<file path="config.mk">
export PLATFORM = sky130hd
export DESIGN_NAME = panda_risc_v_reset_seq
export DESIGN_NICKNAME = d
export VERILOG_FILES = /design/src/rtl/panda_risc_v_reset_seq.sv
export SDC_FILE = /design/constraint.sdc
export NUM_CORES = 1
export LEC_CHECK = 0
export ABC_AREA = 0
export CAP_MARGIN = 20
export CORE_UTILIZATION = 58
export DETAILED_ROUTE_END_ITERATION = 8
export PLACE_DENSITY = 0.89
export RECOVER_POWER = 25
export SETUP_SLACK_MARGIN = 0.1
export SLEW_MARGIN = 10
export SYNTH_ARGS = -nofsm -noshare
export SYNTH_HDL_FRONTEND = slang
export SYNTH_SLANG_ARGS = --single-unit
</file>
<file path="constraint.sdc">
create_clock -name clk -period 5.5 [get_ports clk]
set_input_delay 1.1 -clock clk [delete_from_list [all_inputs] [get_ports clk]]
set_output_delay 1.1 -clock clk [all_outputs]
set_load 0.02 [all_outputs]
</file>
<file path="src/rtl/panda_risc_v_reset_seq.sv">
// Reset sequencer: filters the board reset, holds domains on software requests,
// releases domains in staggered order and records the cause of the last reset.
module panda_risc_v_reset_seq #(
    parameter int simulation_delay = 1,
    parameter int FILTER_PERIOD_N  = 4,
    parameter int RELEASE_DELAY_N  = 4,
    parameter int DOMAIN_N         = 3,
    parameter int DOMAIN_STAGGER_N = 2,
    parameter int SW_RST_N         = 2,
    parameter int SW_HOLD_N        = 8
) (
    input  logic                clk,
    input  logic                ext_resetn,
    input  logic [SW_RST_N-1:0] sw_reset,
    output logic [DOMAIN_N-1:0] sys_resetn,
    output logic                sys_reset_req,
    output logic [SW_RST_N:0]   reset_cause,
    output logic                rst_busy
);

    function automatic int max2(input int a, input int b);
        return (a > b) ? a : b;
    endfunction

    localparam int CNT_MAX = max2(max2(FILTER_PERIOD_N, RELEASE_DELAY_N),
                                  max2(DOMAIN_STAGGER_N, SW_HOLD_N));
    localparam int CNT_W = $clog2(CNT_MAX + 1);

    localparam logic [CNT_W-1:0] FILT_LAST = CNT_W'(FILTER_PERIOD_N - 1);
    localparam logic [CNT_W-1:0] DLY_LAST  = CNT_W'(RELEASE_DELAY_N - 1);
    localparam logic [CNT_W-1:0] STG_LAST  = CNT_W'(DOMAIN_STAGGER_N - 1);
    localparam logic [CNT_W-1:0] HOLD_LOAD = CNT_W'(SW_HOLD_N);
    localparam logic [CNT_W-1:0] CNT_ONE   = CNT_W'(1'b1);
    localparam logic [SW_RST_N:0] CAUSE_EXT = {{SW_RST_N{1'b0}}, 1'b1};

    // simulation_delay is kept for drop-in compatibility; registered updates are zero-delay.
    if (simulation_delay < 0 || FILTER_PERIOD_N < 1 || RELEASE_DELAY_N < 1 ||
        DOMAIN_N < 1 || DOMAIN_N > 8 || DOMAIN_STAGGER_N < 1 ||
        SW_RST_N < 1 || SW_RST_N > 8 || SW_HOLD_N < 1) begin : g_bad_params
    end

    typedef enum logic [2:0] {
        ST_FILTER  = 3'd0,
        ST_HOLD    = 3'd1,
        ST_DELAY   = 3'd2,
        ST_RELEASE = 3'd3,
        ST_RUN     = 3'd4
    } state_t;

    state_t              state_q, state_d;
    logic [CNT_W-1:0]    cnt_q, cnt_d;
    logic [1:0]          sync_q;
    logic [DOMAIN_N-1:0] resetn_q, resetn_d;
    logic [SW_RST_N:0]   cause_q, cause_d;
    logic                req_q, req_d;
    logic                busy_q, busy_d;
    logic                ext_sync_s;
    logic                sw_any_s;
    logic [SW_RST_N:0]   sw_cause_s;
    logic [DOMAIN_N-1:0] resetn_next_s;

    assign ext_sync_s    = sync_q[1];
    assign sw_any_s      = |sw_reset;
    assign sw_cause_s    = {sw_reset, 1'b0};
    // Domains fill from bit 0 upward, so the next mask shifts a one in at the bottom.
    assign resetn_next_s = DOMAIN_N'({resetn_q, 1'b1});

    // Two-flop synchroniser for the release edge of the external reset.
    always_ff @(posedge clk or negedge ext_resetn) begin
        if (!ext_resetn) begin
            sync_q <= 2'b00;
        end else begin
            sync_q <= {sync_q[0], 1'b1};
        end
    end

    // Sequencer state, counter and registered outputs.
    always_ff @(posedge clk or negedge ext_resetn) begin
        if (!ext_resetn) begin
            state_q  <= ST_FILTER;
            cnt_q    <= '0;
            resetn_q <= '0;
            cause_q  <= CAUSE_EXT;
            req_q    <= 1'b0;
            busy_q   <= 1'b1;
        end else begin
            state_q  <= state_d;
            cnt_q    <= cnt_d;
            resetn_q <= resetn_d;
            cause_q  <= cause_d;
            req_q    <= req_d;
            busy_q   <= busy_d;
        end
    end

    // Next-state, counter and output decode.
    always_comb begin
        state_d  = state_q;
        cnt_d    = cnt_q;
        resetn_d = resetn_q;
        cause_d  = cause_q;
        case (state_q)
            ST_FILTER: begin
                if (ext_sync_s) begin
                    if (cnt_q >= FILT_LAST) begin
                        state_d = ST_DELAY;
                        cnt_d   = '0;
                    end else begin
                        cnt_d = cnt_q + CNT_ONE;
                    end
                end else begin
                    cnt_d = cnt_q;
                end
            end
            ST_HOLD: begin
                resetn_d = '0;
                if (sw_any_s) begin
                    cnt_d   = HOLD_LOAD;
                    cause_d = cause_q | sw_cause_s;
                end else if (cnt_q <= CNT_ONE) begin
                    state_d = ST_DELAY;
                    cnt_d   = '0;
                end else begin
                    cnt_d = cnt_q - CNT_ONE;
                end
            end
            ST_DELAY: begin
                if (sw_any_s) begin
                    state_d  = ST_HOLD;
                    cnt_d    = HOLD_LOAD;
                    resetn_d = '0;
                    cause_d  = cause_q | sw_cause_s;
                end else if (cnt_q >= DLY_LAST) begin
                    cnt_d    = '0;
                    resetn_d = resetn_next_s;
                    // With a single domain the first release is also the last.
                    state_d  = (DOMAIN_N == 1) ? ST_RUN : ST_RELEASE;
                end else begin
                    cnt_d = cnt_q + CNT_ONE;
                end
            end
            ST_RELEASE: begin
                if (sw_any_s) begin
                    state_d  = ST_HOLD;
                    cnt_d    = HOLD_LOAD;
                    resetn_d = '0;
                    cause_d  = cause_q | sw_cause_s;
                end else if (cnt_q >= STG_LAST) begin
                    cnt_d    = '0;
                    resetn_d = resetn_next_s;
                    if (resetn_next_s[DOMAIN_N-1]) begin
                        state_d = ST_RUN;
                    end else begin
                        state_d = ST_RELEASE;
                    end
                end else begin
                    cnt_d = cnt_q + CNT_ONE;
                end
            end
            ST_RUN: begin
                if (sw_any_s) begin
                    state_d  = ST_HOLD;
                    cnt_d    = HOLD_LOAD;
                    resetn_d = '0;
                    cause_d  = sw_cause_s;
                end else begin
                    state_d = ST_RUN;
                end
            end
            default: begin
                state_d  = ST_FILTER;
                cnt_d    = '0;
                resetn_d = '0;
            end
        endcase
        // busy_q is still high only on the first cycle in RUN, which is where the pulse belongs.
        req_d  = (state_q == ST_RUN) && busy_q && (state_d == ST_RUN);
        busy_d = (state_q != ST_RUN);
    end

    assign sys_resetn    = resetn_q;
    assign sys_reset_req = req_q;
    assign reset_cause   = cause_q;
    assign rst_busy      = busy_q;

endmodule
</file>
==> results of run 1 <==
==> metrics by stage <==
stage	worst slack, ns	power, W
5_1_grt	2.75	0.000479
4_1_cts	2.87	0.000448
2_1_floorplan	3.37	0.000344
3_3_place_gp	2.69	0.000366
6_report	2.85	0.000448
3_5_place_dp	2.56	0.000376
==> flip-flops by register name, summed over array words and instances (netlist names) <==
register	count
state_q	3
reset_cause	3
sys_resetn	3
cnt_q	4
sys_reset_req	1
sync_q	2
rst_busy	1
==> layout make-up <==
| type | instances | area share (%) |
|---|---|---|
| Inverter | 5 | 1.64 |
| Tap cell | 16 | 1.75 |
| Multi-Input combinational cell | 80 | 47.4 |
| Clock buffer | 4 | 2.29 |
| Sequential cell | 17 | 37.3 |
| Timing Repair Buffer | 11 | 9.61 |
==> power by group <==
group          switching (W)  internal (W)   total, W
clock network      0.0000391     0.0000283  0.0000674
registers          0.0000394      0.000146   0.000185
logic               0.000105     0.0000898   0.000195
total               0.000184      0.000264   0.000448
==> logic make-up after synthesis <==
kind of cell             synth area share [%]
multiplexers                             4.01
XOR/XNOR                                0.851
buffers and inverters                    5.47
flip-flops                               41.6
AO/OA/AOI/OAI                            15.3
AND/OR/NAND/NOR                          28.8
other                                   0.364
adder cells (fa/ha/maj)                  3.65
==> metal layers <==
layer	vias to the layer above	GRT usage [%]
met5	-	0
met4	0	12.7
met3	12	5.31
met2	32	40.0
met1	400	35.8
li1	401	-
==> final timing paths <==
path,from,to,depth (start not counted)
min in group asynchronous,ext_resetn,state_q[2],1
hold reg to reg,sync_q[0],sync_q[1],0
setup / recovery,sw_reset[1],sys_resetn[0],5
setup reg to reg,cnt_q[0],sys_resetn[0],6
hold / removal,sync_q[0],sync_q[1],0
max in group asynchronous,ext_resetn,reset_cause[1],1
==> cells in the final DEF, fill, tap and decap left out, types with 2 or more instances in the layout <==
| cell | instances |
|---|---|
| mux2i_1 | 3 |
| clkbuf_4 | 3 |
| dfrtp_1 | 15 |
| dfstp_2 | 2 |
| and3_1 | 2 |
| nand2_1 | 6 |
| a31oi_1 | 2 |
| a21oi_1 | 5 |
| inv_1 | 5 |
| o21ai_0 | 4 |
| ha_1 | 3 |
| nand3_1 | 7 |
| or2_2 | 2 |
| nor2_1 | 12 |
| nor3_1 | 4 |
| nand2b_1 | 4 |
| clkdlybuf4s50_1 | 10 |
| nor2b_1 | 2 |
==> critical path, cell delays in order <==
cell and delay (ns):
clkdlybuf4s50_1 0.56, nor2_1 0.43, a22oi_1 0.17, o21ai_2 0.23, mux2_1 0.34
==> results.ini, run 1 <==
[run_status]
status=complete, but fails checks
violations=DRC

[timing]
timing.fmax_mhz=378
hold_viol=0
period_share_pct=48.1
rsz0062_at_grt=false
tns_ns=0
finClkSkew_ns=0.000728
whs_ns=0.359
slew_headroom_pct=51.7
drv_slew=0
fin_crit_ns=2.65
worst_pin_slew_ns=0.721
finalSetupViolCount=0

[cts]
cts_resized=0
ctsHoldBuffers=0
cts_tree=built
cts_buffer_depth=2
cts-root-buf=clkbuf_4
htreeDepth=1
clk_pin_slew_ns=0.09
clock_latency_ns=0.29
cts.sinks=17
post_cts_buffers=0
cts-buffers-inserted=3

[worst_setup_path]
path_max_fanout=8
critical_path_class=input pin to register
r2r_slack_ns=3.61
critPathRequiredTime_ns=5.69
end_kind=register
arrival_ns=2.83
startpoint_type=input pin

[finish]
regArea_um2=428
drive_gt1_share_pct=12.8
finalInstanceArea_um2=1150
num-fill-cells=113
utilization_pct=72.7
multi_input_area_um2=543
antenna_cells=0
fin_nets=125
syn_to_final_growth_pct=11.3
fin_cells=133

[route]
postRouteWirelength_um=2150
met3_length_um=89
via_per_inst=6.35
drtIter0Drc=29
wl_per_cell_um=16.2
wl_met2_um=1050
m1WireLength_um=935
drc_errors=1
drtAntennaViolNets=0
vias=845
drtPass1Iterations=6
top_layer_used=met4

[grt]
grt_pass1_vias=801
antenna_found_initial=0
grt_first_pass_wirelength_um=3700
globalRouteTotalUtil_pct=26.2
grt_overflow_total=0
grt_max_degree=18

[place]
dp.cells=129
placed_cell_area_um2=1120
port_buffers=11
dp_hpwl_um=1540
place_congestion=0.888

[logic_synthesis]
yosys_warnings=0
yosys_most_used_dff=dfrtp_1
syn_inst=107
synth_top_area_cell=dfrtp_1
synth.most_common_cell=dfrtp_1
synth_edf_count=0
netlist_top_cells_count=dfrtp_1 (15), nor2_1 (12), nand3_1 (7)
synth_top_area_share_pct=36.5
syn_nets=114
avgSynthCellArea_um2=9.62
ys_ff_latch=17
ys_seq_area_share_pct=41.6
yosys.cell_types.count=42
synthArstFlopShare_pct=100
syn_area_um2=1030
synthTopCellsByArea=dfrtp_1 (36%), dfstp_2 (5.1%), nor2_1 (4.4%), ha_1 (3.6%), nand3_1 (3.4%)

[floorplan]
ios=12
die_w_um=44.1
initial_utilization_pct=65.3
die_area_um2=1950
die_h_um=44.1
rows=14
coreArea_um2=1580

[hold_path]
hold_class=register to register

[job]
cap_violations=0

[power]
ir_drop_uv=274
power_density_nw_per_um2=390
p_leak_nw=0.452

(Power assumes the default switching activity.)
==> inputs of run 2 (changes only) <==
--- a/config.mk
+++ b/config.mk
@@ -7,9 +7,9 @@
 export LEC_CHECK = 0
 export ABC_AREA = 0
 export CAP_MARGIN = 20
-export CORE_UTILIZATION = 58
+export CORE_UTILIZATION = 49
 export DETAILED_ROUTE_END_ITERATION = 8
-export PLACE_DENSITY = 0.89
+export PLACE_DENSITY = 0.81
 export RECOVER_POWER = 25
 export SETUP_SLACK_MARGIN = 0.1
 export SLEW_MARGIN = 10
==> constraint.sdc (replaced) <==
create_clock -name clk -period 2.1 [get_ports clk]
set_input_delay 0.42 -clock clk [delete_from_list [all_inputs] [get_ports clk]]
set_output_delay 0.42 -clock clk [all_outputs]
set_load 0.02 [all_outputs]
==> run 2 against run 1 <==
The run now ends clean. Via count increased by 1.7%. Combinational power increased to 2.7 times the previous value. First-iteration DRC count decreased by 10%. Sequential cell count unchanged. Critical path type is now register to output pin.
==> results.ini, run 2 (same netlist as run 1, synthesis figures left out) <==
[run_status]
status=finished, final reports clean  ; was complete, but fails checks

[worst_setup_path]
critical_path_class=register to output pin  ; was input pin to register
ff2ff_path_depth=6  ; unchanged
end_kind=output pin  ; was register
worstSetupPathDepth=1  ; was 5
max_stage_delay_ns=0.59  ; was 0.56 ns
path_max_fanout=2  ; was 8
startpoint_type=register  ; was input pin
critPathBufInv=1  ; unchanged
path_cells=clkdlybuf4s50_1  ; was clkdlybuf4s50_1 -> nor2_1 -> a22oi_1 -> o21ai_2 -> mux2_1
worst_path_max_delay_cell=clkdlybuf4s50_1  ; unchanged
arrival_ns=1.43  ; was 2.83 ns
path_delay_family=buffers and inverters  ; unchanged
critPathRequiredTime_ns=1.68  ; was 5.69 ns

[timing]
drv_slew=0  ; unchanged
period_share_pct=88.1
tns_ns=0  ; unchanged
fin_crit_ns=1.85
fin_ws_ns=0.250  ; was 2.85 ns
slew_headroom_pct=40.3  ; was 51.7%
finalSetupViolCount=0  ; unchanged
worst_pin_slew_ns=0.896  ; was 0.721 ns
hold_viol=0  ; unchanged
finClkSkew_ns=0.00246  ; was 0.000728 ns
timing.fmax_mhz=540
rsz0062_at_grt=false  ; unchanged

[grt]
grt_pass1_vias=718  ; was 801
grt_overflow_total=0  ; unchanged
grt_first_pass_wirelength_um=3180  ; was 3700 um
grt_max_degree=18  ; unchanged
antenna_found_initial=0  ; unchanged
globalRouteTotalUtil_pct=20.3  ; was 26.2%

[route]
drtPass1Iterations=5  ; was 6
via_per_inst=5.80  ; was 6.35
drtIter0Drc=26  ; was 29
drc_errors=0  ; was 1
drtAntennaViolNets=0  ; unchanged
wl_per_cell_um=14.2  ; was 16.2 um
vias=859  ; was 845
postRouteWirelength_um=2110  ; was 2150 um

[cts]
htreeDepth=1  ; unchanged
cts-root-buf=clkbuf_4  ; unchanged
ctsHoldBuffers=0  ; unchanged
clk_pin_slew_ns=0.09  ; about the same
cts.sinks=17  ; unchanged
post_cts_buffers=0  ; unchanged
cts_tree=built  ; unchanged
cts-buffers-inserted=3  ; unchanged
clock_latency_ns=0.30  ; was 0.29 ns
cts_resized=0  ; unchanged
cts_buffer_depth=2  ; unchanged

[place]
port_buffers=11  ; unchanged
dp_hpwl_um=1470  ; was 1540 um
place_congestion=0.917  ; was 0.888
preCtsSetupSlack_ns=0.0178  ; was 2.56 ns
dp.cells=144  ; was 129

[floorplan]
coreArea_um2=1960  ; was 1580 um^2
die_w_um=47.8  ; was 44.1 um
ios=12  ; unchanged
rows=16  ; was 14
die_h_um=47.8  ; was 44.1 um
die_area_um2=2290  ; was 1950 um^2
initial_utilization_pct=52.5  ; was 65.3%

[finish]
largest_reg_flops=4  ; unchanged
antenna_cells=0  ; unchanged
drive_gt1_share_pct=16.5  ; was 12.8%
final_cell_mix=dfrtp_1 (15), nor2_1 (12), clkdlybuf4s50_1 (10)  ; unchanged
final_common_cell=dfrtp_1  ; unchanged
top_register=cnt_q  ; unchanged
utilization_pct=60.9  ; was 72.7%
fin_nets=129  ; was 125
syn_to_final_growth_pct=16.0  ; was 11.3%
fin_cells=148  ; was 133

[job]
cap_violations=0  ; unchanged

[power]
power_density_nw_per_um2=1000  ; was 390 nW/um^2
ir_drop_uv=525  ; was 274 uV
p_total_w=0.00120  ; was 0.000448 W
p_leak_nw=0.473  ; was 0.452 nW

[hold_path]
hold_class=register to register  ; unchanged
hold_depth=0  ; unchanged

## run 2: cell types whose count changed in the layout (fill, tap and decap cells not counted)
cell | before | now
nor4b_1 | 1 | 0
or3b_4 | 0 | 1
buf_4 | 0 | 3
or3b_1 | 1 | 0
clkbuf_1 | 1 | 2
nor4b_2 | 0 | 1
## run 2: layer usage
metal	global-route usage [%]	vias up	wire length (um)
li1	-	403	-
met1	27.6	405	935
met2	29.5	42	947
met3	3.40	9	143
met4	13.3	0	81
met5	0	-	0
## run 2: cell type report
cell class                 instances  area (um^2)
timing repair buffer              15          136
fill                             179          767
clock buffer                       4         26.3
multi-input combinational         80          552
inverter                           5         18.8
tap                               27         33.8
sequential                        17          428
## run 2: through the flow
step | instance area, um^2 | hold slack [ns]
5_1_grt | 1190 | 0.369
6_report | 1190 | 0.361
3_3_place_gp | 1170 | 0.332
4_1_cts | 1190 | 0.367
3_5_place_dp | 1170 | 0.346
2_1_floorplan | 1030 | 0.124
## run 2: power breakdown
part	switching [W]	total (W)	internal [W]
registers	0.000108	0.000489	0.000382
clock network	0.000104	0.000178	0.0000741
logic	0.000277	0.000530	0.000253
## run 2: path summary, 6_finish.rpt
| path | from | slack [ns] | to |
|---|---|---|---|
| worst min-delay path | sync_q[0] | 0.36 | sync_q[1] |
| max in group asynchronous | ext_resetn | 0.80 | sys_reset_req |
| worst max register to register | cnt_q[0] | 0.26 | sys_resetn[0] |
| worst min register to register | sync_q[0] | 0.36 | sync_q[1] |
| min in group asynchronous | ext_resetn | 0.75 | cnt_q[1] |
| worst max-delay path | rst_busy | 0.25 | rst_busy |
==> inputs of run 3 (changes only) <==
--- a/config.mk
+++ b/config.mk
@@ -7,9 +7,10 @@
 export LEC_CHECK = 0
 export ABC_AREA = 0
 export CAP_MARGIN = 20
-export CORE_UTILIZATION = 49
+export CORE_MARGIN = 2
+export CORE_UTILIZATION = 43
 export DETAILED_ROUTE_END_ITERATION = 8
-export PLACE_DENSITY = 0.81
+export PLACE_DENSITY = 0.73
 export RECOVER_POWER = 25
 export SETUP_SLACK_MARGIN = 0.1
 export SLEW_MARGIN = 10
==> run 3 against run 2 <==
Clock power about the same. Worst hold slack got worse by 0.0046 ns. Cell count increased by 1.4%. Critical endpoint unchanged. Die area increased by 22%. Largest power group unchanged.
==> results.ini, run 3 (same netlist as run 1, synthesis figures left out) <==
[run_status]
status=finished, final reports clean  ; unchanged

[timing]
tns_ns=0  ; unchanged
rsz0062_at_grt=false  ; unchanged
slew_headroom_pct=37.0  ; was 40.3%
finClkSkew_ns=0.00367  ; was 0.00246 ns
finalSetupViolCount=0  ; unchanged
worst_pin_slew_ns=0.945  ; was 0.896 ns
hold_viol=0  ; unchanged
timing.fmax_mhz=539  ; was 540 MHz
period_share_pct=88.3  ; was 88.1%
drv_slew=0  ; unchanged
fin_crit_ns=1.85  ; about the same

[finish]
drive_gt1_share_pct=16.4  ; was 16.5%
syn_to_final_growth_pct=16.3  ; was 16.0%
final_common_cell=dfrtp_1  ; unchanged
antenna_cells=0  ; unchanged
fin_nets=130  ; was 129
largest_reg_flops=4  ; unchanged
top_register=cnt_q  ; unchanged
final_cell_mix=dfrtp_1 (15), nor2_1 (12), clkdlybuf4s50_1 (10)  ; unchanged

[worst_setup_path]
critPathBufInv=1  ; unchanged
worst_path_max_delay_cell=clkdlybuf4s50_1  ; unchanged
r2r_end=sys_resetn[0]  ; unchanged
r2r_slack_ns=0.26  ; about the same
critPathRequiredTime_ns=1.68  ; about the same
path_cells=clkdlybuf4s50_1  ; unchanged
critical_path_class=register to output pin  ; unchanged
startpoint_type=register  ; unchanged
r2r-start=cnt_q[0]  ; unchanged
path_max_fanout=2  ; unchanged
ff2ff_path_depth=5  ; was 6
arrival_ns=1.43  ; about the same
max_stage_delay_ns=0.59  ; about the same
end_kind=output pin  ; unchanged
path_delay_family=buffers and inverters  ; unchanged

[grt]
grt_overflow_total=0  ; unchanged
grt_max_degree=18  ; unchanged
grt_first_pass_wirelength_um=3310  ; was 3180 um
antenna_found_initial=0  ; unchanged
globalRouteTotalUtil_pct=16.9  ; was 20.3%
grt_pass1_vias=749  ; was 718

[cts]
clk_pin_slew_ns=0.10  ; was 0.09 ns
cts_resized=0  ; unchanged
clock_latency_ns=0.30  ; about the same
cts.sinks=17  ; unchanged
post_cts_buffers=0  ; unchanged
ctsHoldBuffers=0  ; unchanged
cts_buffer_depth=2  ; unchanged
cts-root-buf=clkbuf_4  ; unchanged
htreeDepth=1  ; unchanged
cts-buffers-inserted=3  ; unchanged
cts_tree=built  ; unchanged

[power]
seqPwrFrac_pct=41.9  ; was 40.9%
comb_power_share_pct=43.0  ; was 44.2%
power.switching_w=0.000469  ; was 0.000489 W
p_leak_nw=0.476  ; was 0.473 nW
p_total_w=0.00117  ; was 0.00120 W
clkPwrFrac_pct=15.2  ; was 14.9%
ir_drop_uv=532  ; was 525 uV
switching_share_pct=40.0  ; was 40.8%
power_density_nw_per_um2=979  ; was 1000 nW/um^2
cellInternalPower_w=0.000703  ; was 0.000708 W

[place]
port_buffers=11  ; unchanged
place_congestion=0.791  ; was 0.917
dp_hpwl_um=1530  ; was 1470 um

[route]
drc_errors=0  ; unchanged
via_per_inst=5.49  ; was 5.80
drtIter0Drc=19  ; was 26
vias=823  ; was 859
drtAntennaViolNets=0  ; unchanged
postRouteWirelength_um=2080  ; was 2110 um
wl_per_cell_um=13.9  ; was 14.2 um
drtPass1Iterations=4  ; was 5

[floorplan]
die_h_um=52.9  ; was 47.8 um
rows=17  ; was 16
ios=12  ; unchanged
die_w_um=52.9  ; was 47.8 um
coreArea_um2=2230  ; was 1960 um^2
die_area_um2=2800  ; was 2290 um^2
initial_utilization_pct=46.1  ; was 52.5%

[hold_path]
min_from=sync_q[0]  ; unchanged
hold_class=register to register  ; unchanged
hold_depth=0  ; unchanged
holdPathEnd=sync_q[1]  ; unchanged

[job]
cap_violations=0  ; unchanged

==> run 3: cell count changes in the layout (fill, tap and decap cells not counted) <==
| cell | delta |
|---|---|
| buf_4 | +1 |
| nor4b_1 | +1 |
| nor4b_2 | -1 |
==> run 3: worst max path at each step <==
stage	from	endpoint	slack (ns)	depth (start not counted)
global placement	sw_reset[1]	sys_resetn[0]	0.10	5
global route	cnt_q[0]	sys_resetn[1]	0.10	7
CTS	rst_busy	rst_busy	0.24	1
floorplan	cnt_q[0]	sys_resetn[0]	0.39	5
finish	rst_busy	rst_busy	0.25	1
detailed placement	sw_reset[1]	sys_resetn[0]	0.03	5
==> run 3: metrics by stage <==
step	hold WS, ns	cell area, um^2	setup WS [ns]	cells	utilization, %
6_report	0.357	1200	0.246	150	53.6
5_1_grt	0.362	1200	0.103	150	53.6
4_1_cts	0.359	1200	0.236	150	53.8
3_5_place_dp	0.338	1170	0.0270	146	52.6
3_3_place_gp	0.337	1170	0.101	146	52.6
2_1_floorplan	0.124	1030	0.393	107	-
==> run 3: power by group through the flow <==
stage	Combinational [W]	Sequential (W)	Clock [W]
2_1_floorplan	0.000479	0.000421	0
3_3_place_gp	0.000495	0.000493	0
3_5_place_dp	0.000501	0.000497	0
4_1_cts	0.000505	0.000490	0.000180
5_1_grt	0.000557	0.000505	0.000184
6_report	0.000503	0.000490	0.000178
==> run 3: area by class of cell <==
class / instances / area, um^2
clock buffer: 4 / 26.3
fill: 198 / 1040
multi-input combinational: 80 / 546
tap: 28 / 35.0
inverter: 5 / 18.8
sequential: 17 / 428
timing repair buffer: 16 / 144
==> run 3: metal layers <==
metal / global-route usage [%] / vias up / share of wire, %
met5: 0 / - / 0
met4: 10.3 / 0 / 2.3
met3: 1.69 / 5 / 2.2
met2: 27.1 / 16 / 49
met1: 21.9 / 392 / 46
li1: - / 410 / -
